[src/rtl/valu_vec_seq.sv]
// valu_vec_seq: runs the combinational VALU over a vector of L packed words (4 x int8 lanes)
// taken from an operand stream.
//   VSUM/VSUB : one registered result word per operand word (1-deep output slice).
//   VDP       : per-word dot products accumulated into one 32-bit signed result.
// Ports:
//   clk_i, rst_i                 clock, async active-high reset
//   start_i, op_i, len_i         job request (sampled only in IDLE)
//   busy_o, done_o, err_o        job status; err_o valid with done_o
//   in_valid_i/in_ready_o        operand handshake, in_a_i/in_b_i operand words
//   out_valid_o/out_ready_i      result handshake, out_data_o/out_over_o result
//   acc_ovf_o                    sticky VDP accumulator signed overflow
//   valu_v1_o/valu_v2_o/valu_ctrl_o  drive the VALU; valu_v_i/valu_over_i its outputs
module valu_vec_seq #(
    parameter int unsigned LEN_W = 8
) (
    input  logic             clk_i,
    input  logic             rst_i,
    input  logic             start_i,
    input  logic [2:0]       op_i,
    input  logic [LEN_W-1:0] len_i,
    output logic             busy_o,
    output logic             done_o,
    output logic             err_o,
    input  logic             in_valid_i,
    output logic             in_ready_o,
    input  logic [31:0]      in_a_i,
    input  logic [31:0]      in_b_i,
    output logic             out_valid_o,
    input  logic             out_ready_i,
    output logic [31:0]      out_data_o,
    output logic [3:0]       out_over_o,
    output logic             acc_ovf_o,
    output logic [31:0]      valu_v1_o,
    output logic [31:0]      valu_v2_o,
    output logic [2:0]       valu_ctrl_o,
    input  logic [31:0]      valu_v_i,
    input  logic [3:0]       valu_over_i
);

    localparam logic [2:0] OpVsum = 3'b010;
    localparam logic [2:0] OpVsub = 3'b110;
    localparam logic [2:0] OpVdp  = 3'b001;
    localparam logic [2:0] OpPass = 3'b011;

    typedef enum logic [1:0] {StIdle, StRun, StFlush, StDone} state_e;

    state_e           r_state;
    state_e           w_state_next;
    logic [2:0]       r_op;
    logic [LEN_W-1:0] r_rem;
    logic [31:0]      r_acc;
    logic             r_acc_ovf;
    logic             r_err;
    logic             r_out_valid;
    logic [31:0]      r_out_data;
    logic [3:0]       r_out_over;

    logic        w_op_legal;
    logic        w_is_vdp;
    logic        w_in_ready;
    logic        w_in_fire;
    logic        w_out_fire;
    logic        w_last;
    logic [31:0] w_acc_sum;
    logic        w_sum_ovf;

    always_comb begin
        w_op_legal = (op_i == OpVsum) || (op_i == OpVsub) || (op_i == OpVdp);
        w_is_vdp   = (r_op == OpVdp);
        // VDP never holds a result in RUN, so the input is always open there.
        w_in_ready = (r_state == StRun) && (w_is_vdp || !r_out_valid || out_ready_i);
        w_in_fire  = in_valid_i && w_in_ready;
        w_out_fire = r_out_valid && out_ready_i;
        w_last     = (r_rem == LEN_W'(1));
        w_acc_sum  = r_acc + valu_v_i;
        w_sum_ovf  = (r_acc[31] == valu_v_i[31]) && (w_acc_sum[31] != r_acc[31]);
    end

    always_comb begin
        w_state_next = r_state;
        unique case (r_state)
            StIdle: begin
                if (start_i) begin
                    if (!w_op_legal || (len_i == '0)) w_state_next = StDone;
                    else                              w_state_next = StRun;
                end
            end
            StRun:   if (w_in_fire && w_last) w_state_next = StFlush;
            StFlush: if (w_out_fire) w_state_next = StDone;
            StDone:  w_state_next = StIdle;
        endcase
    end

    always_ff @(posedge clk_i or posedge rst_i) begin
        if (rst_i) begin
            r_state     <= StIdle;
            r_op        <= OpPass;
            r_rem       <= '0;
            r_acc       <= '0;
            r_acc_ovf   <= 1'b0;
            r_err       <= 1'b0;
            r_out_valid <= 1'b0;
            r_out_data  <= '0;
            r_out_over  <= '0;
        end else begin
            r_state <= w_state_next;
            case (r_state)
                StIdle: begin
                    if (start_i) begin
                        r_op      <= op_i;
                        r_rem     <= len_i;
                        r_acc     <= '0;
                        r_acc_ovf <= 1'b0;
                        r_err     <= !w_op_legal;
                    end
                end
                StRun: begin
                    if (w_in_fire) r_rem <= r_rem - LEN_W'(1);
                    if (w_is_vdp) begin
                        if (w_in_fire) begin
                            r_acc <= w_acc_sum;
                            if (w_sum_ovf) r_acc_ovf <= 1'b1;
                            // Final sum goes straight to the output register on the last word.
                            if (w_last) begin
                                r_out_valid <= 1'b1;
                                r_out_data  <= w_acc_sum;
                                r_out_over  <= '0;
                            end
                        end
                    end else if (w_in_fire) begin
                        // Covers the simultaneous drain+reload case: valid stays high.
                        r_out_valid <= 1'b1;
                        r_out_data  <= valu_v_i;
                        r_out_over  <= valu_over_i;
                    end else if (w_out_fire) begin
                        r_out_valid <= 1'b0;
                    end
                end
                StFlush: if (w_out_fire) r_out_valid <= 1'b0;
                default: ;
            endcase
        end
    end

    assign busy_o      = (r_state == StRun) || (r_state == StFlush);
    assign done_o      = (r_state == StDone);
    assign err_o       = (r_state == StDone) && r_err;
    assign in_ready_o  = w_in_ready;
    assign out_valid_o = r_out_valid;
    assign out_data_o  = r_out_data;
    assign out_over_o  = r_out_over;
    assign acc_ovf_o   = r_acc_ovf;
    assign valu_v1_o   = in_a_i;
    assign valu_v2_o   = in_b_i;
    assign valu_ctrl_o = (r_state == StIdle) ? OpPass : r_op;

endmodule

[config.mk]
export PLATFORM = sky130hd
export DESIGN_NAME = valu_vec_seq
export DESIGN_NICKNAME = d
export VERILOG_FILES = /design/src/rtl/valu_vec_seq.sv
export SDC_FILE = /design/constraint.sdc
export NUM_CORES = 1
export LEC_CHECK = 0
export BUFFER_PORTS_ARGS = -buffer_cell sky130_fd_sc_hd__buf_2
export CAP_MARGIN = 15
export CORE_MARGIN = 2
export CORE_UTILIZATION = 30
export CTS_CLUSTER_SIZE = 30
export DETAILED_ROUTE_END_ITERATION = 6
export SYNTH_ARGS = -nofsm -noshare
export SYNTH_HDL_FRONTEND = slang
export SYNTH_SLANG_ARGS = --single-unit
[constraint.sdc]
create_clock -name clk_i -period 5 [get_ports clk_i]
set_input_delay 0.5 -clock clk_i [delete_from_list [all_inputs] [get_ports clk_i]]
set_output_delay 0.5 -clock clk_i [all_outputs]
set_load 0.05 [all_outputs]
==> metrics.md, run 1 <==
| Metric | Value |
|---|---|
| Result of the run | `complete, no violations` |
| Final cell area excluding filler cells | `6543 um^2` |
| Area share of the largest cell type after synthesis | `34.30%` |
| Die outline area | `21090 um^2` |
| Primary flip-flop cell chosen by synthesis mapping | `sky130_fd_sc_hd__dfrtp_1` |
| CTS tree | `yes` |
| Launch point of the worst reg-to-reg path | `r_op[0]` |
| Area growth syn-to-layout | `9.370%` |
| Worst hold slack after final layout | `0.3289 ns` |
| PnR Total Power | `3988 uW` |
| Cell with the largest stage delay on the worst path | `sky130_fd_sc_hd__nor2_4` |
| Clk pin slew, worst setup/hold paths | `0.06 ns` |
| Crit-path max FO | `48` |
| Mapped Cells | `693` |
| CP max stage delay | `0.91 ns` |
| Sequential share of the synthesized area | `35.18%` |
| Antenna violations before repair | `0` |
| Number of diodes added for antenna fixing | `0` |
| Aggregate routed wire length | `15.38 mm` |
| Estimated wirelength of the detail-placed design | `10.87 mm` |
| Drt first-iter violations | `261` |
| Setup Skew | `0.004700 ns` |
| Number of placed I/O pins | `225` |
| Port Buffers | `96` |
| Distinct cell type count after synthesis | `62` |
| GRT Overall Usage | `14.87%` |
| Kind of path behind the tightest hold check | `input port to async pin` |
| Async SR Flop Fraction | `100.0%` |
| Horizontal die dimension | `145.2 um` |
| Number of vias per cell after detailed routing | `5.004` |
| Initial core utilization | `30.64%` |
| Core region area | `19530 um^2` |
| Minimum clock period | `3.167 ns` |
| Die extent in y | `145.2 um` |
| Crit path cell chain | `or3b_1 > buf_4 > a31oi_4 > nand2_1 > nor2_4 > nand2_1 > o21ai_0` |
| Clock network latency to the later pin of the worst-skew pair | `0.35 ns` |
| Cell mode on critical path | `sky130_fd_sc_hd__nand2_1` |
| Data arrival time of the worst path | `3.44 ns` |
| Worst path required time | `5.27 ns` |
| Final routed DRC violation total | `0` |
| Dominant cells by area after synthesis | `sky130_fd_sc_hd__dfrtp_1, sky130_fd_sc_hd__buf_4, sky130_fd_sc_hd__ha_1, sky130_fd_sc_hd__nand2_1, sky130_fd_sc_hd__a21oi_1` |
| Detail Route Antenna Nets | `0` |
| Post-synth design cell area | `5982 um^2` |
| Number of cell rows | `51` |
| GP Congestion | `0.7933` |
| Global-route wire length before repair | `25.43 mm` |
| Max transition margin | `25.29%` |
| Final non-filler cell total | `980` |
| Number of CTS-inserted buffers | `9` |
| Max Clock Freq | `315.8 MHz` |
| Number of levels the H-tree was split into | `3` |
| Hold violation total from the final report | `0` |
| Count of flip-flops with a built-in enable after synthesis | `0` |
| Synth warnings | `0` |
| Max-cap check violation count | `0` |
| Unrepaired setup endpoints after global routing | `no` |
| Final #Nets | `864` |
| TritonRoute pass-1 iters | `4` |
| Max Transition Viols Final | `0` |
| Worst slew pin tran | `1.118 ns` |
| Worst reg-to-reg setup slack | `1.83 ns` |
| Launch point of the critical path | `r_op[0]` |
| Total number of vias | `4904` |
| Power Density | `609.6 nW/um^2` |
| Cts hold-fix bufs | `0` |
| Number of setup buffers added after CTS | `0` |
| Register bit count reported by yosys | `84` |
| Number of cells after detailed placement | `963` |
| Startpoint kind of the worst setup timing path | `register` |
| Cell type with the highest aggregate area in the netlist | `sky130_fd_sc_hd__dfrtp_1` |
| Setup TNS after final layout | `0 ns` |
| Pin count of the biggest net entering global routing | `53` |
| Worst VDD drop | `0.3015 mV` |
| Clk root buf | `sky130_fd_sc_hd__clkbuf_16` |
| Clock Path Buffers | `2` |
| Gates resized, CTS repair | `0` |
| Post-synthesis average cell area | `8.632 um^2` |
| Instance area after placement | `6230 um^2` |
| Worst setup EP type | `register` |
| Layout cell share with drive strength beyond 1 | `19.44%` |
| Destination of the worst register-to-register timing path | `out_data_o[29]` |
| Setup-failing EPs final | `0` |
| Termination of the worst setup path | `out_data_o[29]` |
| Most frequently used cell type in the post-synthesis netlist | `sky130_fd_sc_hd__nand2_1` |
| Final routed wire length divided by cell count | `15.70 um` |
| Commonest cells in the synthesized netlist | `sky130_fd_sc_hd__nand2_1, sky130_fd_sc_hd__dfrtp_1, sky130_fd_sc_hd__buf_4, sky130_fd_sc_hd__a21oi_1, sky130_fd_sc_hd__nor2_1` |
| Net count of the mapped netlist | `847` |
| Number of global-route vias before repair | `4690` |
| Clock net sink count | `84` |
| P_leak | `0.003109 uW` |
| Cell count of the worst reg-to-reg path | `7` |
| Worst setup path class | `register to register` |
| GR Overflow Total | `0` |
| Ratio of final minimum period to clock period | `63.34%` |
## registers in the layout (all words and copies together), names as in the netlist
name / count
out_data_o: 32
acc_ovf_o: 1
out_valid_o: 1
r_acc: 32
r_op: 3
out_over_o: 4
r_err: 1
r_state: 2
r_rem: 8
## cells by family (layout without fill, tap and decap cells)
| group | Yosys count | count (layout) | share of synthesized area, % |
|---|---|---|---|
| flops | 84 | 84 | 35.18 |
| simple gates | 220 | 220 | 17.82 |
| mux | 10 | 10 | 1.757 |
| compound gates | 200 | 200 | 21.65 |
| xor+xnor | 28 | 28 | 4.100 |
| buf+inv | 113 | 135 | 11.42 |
| fa+ha+maj | 38 | 38 | 8.074 |
## placed cells by master (no fill, tap or decap), types with 4 or more instances in the layout
| master | instances |
|---|---|
| sky130_fd_sc_hd__xnor2_1 | 21 |
| sky130_fd_sc_hd__nor3_1 | 8 |
| sky130_fd_sc_hd__o21bai_1 | 5 |
| sky130_fd_sc_hd__nand2b_1 | 7 |
| sky130_fd_sc_hd__a31oi_1 | 23 |
| sky130_fd_sc_hd__dfrtp_1 | 82 |
| sky130_fd_sc_hd__ha_1 | 37 |
| sky130_fd_sc_hd__nor2b_1 | 6 |
| sky130_fd_sc_hd__buf_2 | 96 |
| sky130_fd_sc_hd__nor3b_1 | 5 |
| sky130_fd_sc_hd__xor2_1 | 7 |
| sky130_fd_sc_hd__and3_1 | 12 |
| sky130_fd_sc_hd__a21o_1 | 18 |
| sky130_fd_sc_hd__buf_4 | 6 |
| sky130_fd_sc_hd__o21ai_1 | 11 |
| sky130_fd_sc_hd__inv_1 | 15 |
| sky130_fd_sc_hd__o21ai_0 | 34 |
| sky130_fd_sc_hd__nor2_1 | 40 |
| sky130_fd_sc_hd__mux2i_1 | 6 |
| sky130_fd_sc_hd__nand3_1 | 22 |
| sky130_fd_sc_hd__o211ai_1 | 4 |
| sky130_fd_sc_hd__clkbuf_16 | 9 |
| sky130_fd_sc_hd__a21oi_1 | 54 |
| sky130_fd_sc_hd__a22o_1 | 25 |
| sky130_fd_sc_hd__o22ai_1 | 5 |
| sky130_fd_sc_hd__and2_1 | 4 |
| sky130_fd_sc_hd__nand2_1 | 92 |
| sky130_fd_sc_hd__clkbuf_1 | 4 |
## worst min path at each step
stage	from	to	slack, ns
floorplan	r_err	r_err	0.44
global placement	out_data_o[27]	out_data_o[27]	0.46
detailed placement	out_data_o[2]	out_data_o[2]	0.47
CTS	valu_over_i[1]	out_over_o[1]	0.37
global route	valu_over_i[3]	out_over_o[3]	0.38
finish	rst_i	out_over_o[3]	0.33
## metrics by stage
| stage | util [%] | worst slack (ns) |
|---|---|---|
| after floorplan | - | 2.212 |
| after global placement | 31.90 | 1.785 |
| after detailed placement | 31.90 | 1.757 |
| after CTS | 33.43 | 1.730 |
| after global routing | 33.51 | 1.548 |
| final | 33.51 | 1.833 |
## per-layer routing
metal / routed length (um) / part of all wire, % / GRT usage [%] / up-vias
li1: - / - / - / 2428
met1: 7398 / 48 / 20.58 / 2322
met2: 6838 / 44 / 23.18 / 140
met3: 994 / 6.5 / 3.868 / 14
met4: 153 / 0.99 / 3.627 / 0
met5: 0 / 0 / 0 / -
## worst max-delay path, delay by kind of cell, from the launching register on
kind | cells | cell delay (ns)
AND/OR/NAND/NOR | 4 | 1.76
flip-flops | 1 | 0.54
AO/OA/AOI/OAI | 2 | 0.48
buffers and inverters | 1 | 0.30
## layout make-up
type                            instances  area (um^2)
Clock buffer                           15        267.8
Fill cell                            2102        12980
Multi-Input combinational cell        496         3207
Timing Repair Buffer                  103        540.5
Inverter                               16        61.31
Tap cell                              265        331.6
Sequential cell                        84         2105
Clock inverter                          1        30.03
## report_power, final
part | switching, uW | total [uW] | internal [uW]
Clock | 276 | 692 | 416
Sequential | 178 | 1120 | 941
Combinational | 1520 | 2180 | 661
No activity file was read; power rests on OpenSTA's default activity.
==> run 2, diff against run 1 <==
==> constraint.sdc (replaced) <==
create_clock -name clk_i -period 2.9 [get_ports clk_i]
set_input_delay 0.29 -clock clk_i [delete_from_list [all_inputs] [get_ports clk_i]]
set_output_delay 0.29 -clock clk_i [all_outputs]
set_load 0.05 [all_outputs]
==> run 2 against run 1 <==
  * Combinational power grew 77%
  * Clock power grew 58%
  * Global-route usage grew 0.39 points
  * Critical path type unchanged
  * Flip-flop and latch count is the same
  * Fmax grew 17%
  * Utilization grew 0.77 points
  * Clock skew grew 0.0041 ns
  * Register-to-register slack lost 1.6 ns
  * Setup slack lost 1.6 ns
  * Largest power group unchanged
  * Sequential power grew 71%
  * Largest cell class unchanged
  * Design area grew 2.3%
  * Hold slack lost 0.24 ns
==> metrics.md, run 2 (same netlist as run 1, synthesis figures left out) <==
| Metric | Value |
|---|---|
| Result of the run | `complete, no violations` |
| Worst setup path class | `register to register` |
| Worst reg-to-reg setup slack | `0.18 ns` |
| Detail Route Antenna Nets | `0` |
| Startpoint kind of the worst setup timing path | `register` |
| Final #Nets | `879` |
| Number of diodes added for antenna fixing | `0` |
| Worst slew pin tran | `0.8629 ns` |
| Power Density | `1025 nW/um^2` |
| GRT Overall Usage | `15.26%` |
| Max-cap check violation count | `0` |
| Number of cell rows | `51` |
| Sequential cell fraction of total power | `28.0%` |
| Setup Skew | `0.008758 ns` |
| Clock network latency to the later pin of the worst-skew pair | `0.36 ns` |
| Clock net sink count | `84` |
| Max Transition Viols Final | `0` |
| Core region area | `19530 um^2` |
| Number of levels the H-tree was split into | `3` |
| Global-route wire length before repair | `26.03 mm` |
| Aggregate routed wire length | `15.71 mm` |
| Max Clock Freq | `368.3 MHz` |
| Most common library cell in the layout ignoring fill and taps | `sky130_fd_sc_hd__buf_2` |
| Launch point of the worst reg-to-reg path | `r_acc[0]` |
| Destination of the worst register-to-register timing path | `r_acc[28]` |
| Number of cells after detailed placement | `977` |
| CTS tree | `yes` |
| Clk root buf | `sky130_fd_sc_hd__clkbuf_16` |
| Max transition margin | `42.47%` |
| Final routed wire length divided by cell count | `15.79 um` |
| Combinational cell fraction of total power | `56.1%` |
| Psw | `3440 uW` |
| Worst VDD drop | `0.6121 mV` |
| Kind of path behind the tightest hold check | `input port to async pin` |
| Clk pin slew, worst setup/hold paths | `0.07 ns` |
| Ratio of final minimum period to clock period | `93.63%` |
| Area growth syn-to-layout | `11.88%` |
| Worst hold slack after final layout | `0.08444 ns` |
| Estimated wirelength of the detail-placed design | `11.42 mm` |
| Setup-failing EPs final | `0` |
| Data arrival time of the worst path | `2.98 ns` |
| Cell count of the worst reg-to-reg path | `11` |
| Pin count of the biggest net entering global routing | `46` |
| Cell with the largest stage delay on the worst path | `sky130_fd_sc_hd__dfrtp_1` |
| Final non-filler cell total | `995` |
| Worst setup EP type | `register` |
| Crit-path max FO | `3` |
| Horizontal die dimension | `145.2 um` |
| Final setup slack of the worst path | `0.1846 ns` |
| Hold violation total from the final report | `0` |
| GR Overflow Total | `0` |
| Die extent in y | `145.2 um` |
| Initial core utilization | `30.64%` |
| Worst path required time | `3.17 ns` |
| Number of vias per cell after detailed routing | `4.964` |
| Antenna violations before repair | `1` |
| P_leak | `0.003173 uW` |
| Instance area after placement | `6372 um^2` |
| Crit path cell chain | `ha_1 > fa_2 > a21oi_2 > o21ai_1 > nor4b_2 > o21ai_2 > a41oi_2 > a2111oi_4 > nor3_2 > xnor2_1 > o31ai_1` |
| Number of placed I/O pins | `225` |
| GP Congestion | `0.8367` |
| Int Power | `3422 uW` |
| Total number of vias | `4939` |
| TritonRoute pass-1 iters | `4` |
| Final cell area excluding filler cells | `6693 um^2` |
| Cts hold-fix bufs | `0` |
| Drt first-iter violations | `224` |
| Sw Share | `50.13%` |
| Number of CTS-inserted buffers | `9` |
| Layout cell share with drive strength beyond 1 | `22.33%` |
| CP max stage delay | `0.38 ns` |
| Clock Power Share | `15.9%` |
| Most frequent cells in the layout | `sky130_fd_sc_hd__buf_2, sky130_fd_sc_hd__nand2_1, sky130_fd_sc_hd__dfrtp_1, sky130_fd_sc_hd__a21oi_1, sky130_fd_sc_hd__nor2_1` |
| Worst setup slack after placement | `-0.06701 ns` |
| Die outline area | `21090 um^2` |
| Port Buffers | `96` |
| Final routed DRC violation total | `0` |
| Minimum clock period | `2.715 ns` |
| Number of global-route vias before repair | `4980` |
| Clock Path Buffers | `2` |
## run 2: per-layer routing
metal	up-vias	global-route usage [%]	share of wire (%)	routed length [um]
li1	2456	-	-	-
met1	2350	20.64	49	7670
met2	113	24.10	45	7050
met3	20	3.491	4.7	736
met4	0	5.049	1.6	256
met5	-	0	0	0
## run 2: power groups by stage
stage / logic (uW) / registers [uW] / clock network, uW
floorplan: 2330 / 2730 / 0
global placement: 3830 / 1930 / 0
detailed placement: 3850 / 1940 / 0
CTS: 3870 / 1920 / 1130
global route: 4200 / 1980 / 1170
finish: 3850 / 1920 / 1090
## run 2: per-stage QoR
step	power, uW	util [%]	TNS [ns]
finish	6862	34.28	0
global route	7352	34.28	-0.05306
CTS	6917	34.04	0
detailed placement	5781	32.63	-0.06849
global placement	5752	32.63	-0.02144
floorplan	5063	-	0
## run 2: cell type report
type	instances	area (um^2)
fill	2091	12830
multi-input combinational	496	3242
sequential	84	2105
timing repair buffer	118	683.2
tap	265	331.6
clock buffer	11	242.7
inverter	16	61.31
clock inverter	5	27.53
## run 2: worst max-delay path by stage
stage | from | to | slack, ns | depth (start not counted)
floorplan | r_acc[0] | r_acc[28] | 0.26 | 11
global placement | valu_v_i[0] | r_acc[28] | -0.02 | 12
detailed placement | valu_v_i[0] | r_acc[28] | -0.07 | 12
CTS | r_acc[0] | r_acc[28] | 0.03 | 11
global route | r_acc[1] | r_acc[29] | -0.02 | 10
finish | r_acc[0] | r_acc[28] | 0.18 | 11
## run 2: repair_timing
item / in CTS / in global routing
endpoints found under the setup margin: 1 / 11
resized for setup: 1 / 7
setup buffers: 0 / 2
pin swaps: 0 / 5
endpoints found under the hold margin: 0 / 0
cloned: 0 / 0
## run 2: critical path: cells and delay by family (launching register included)
family	cells	cell delay, ns
compound gates	6	1.21
xor+xnor	1	0.13
fa+ha+maj	2	0.59
flops	1	0.38
simple gates	2	0.30
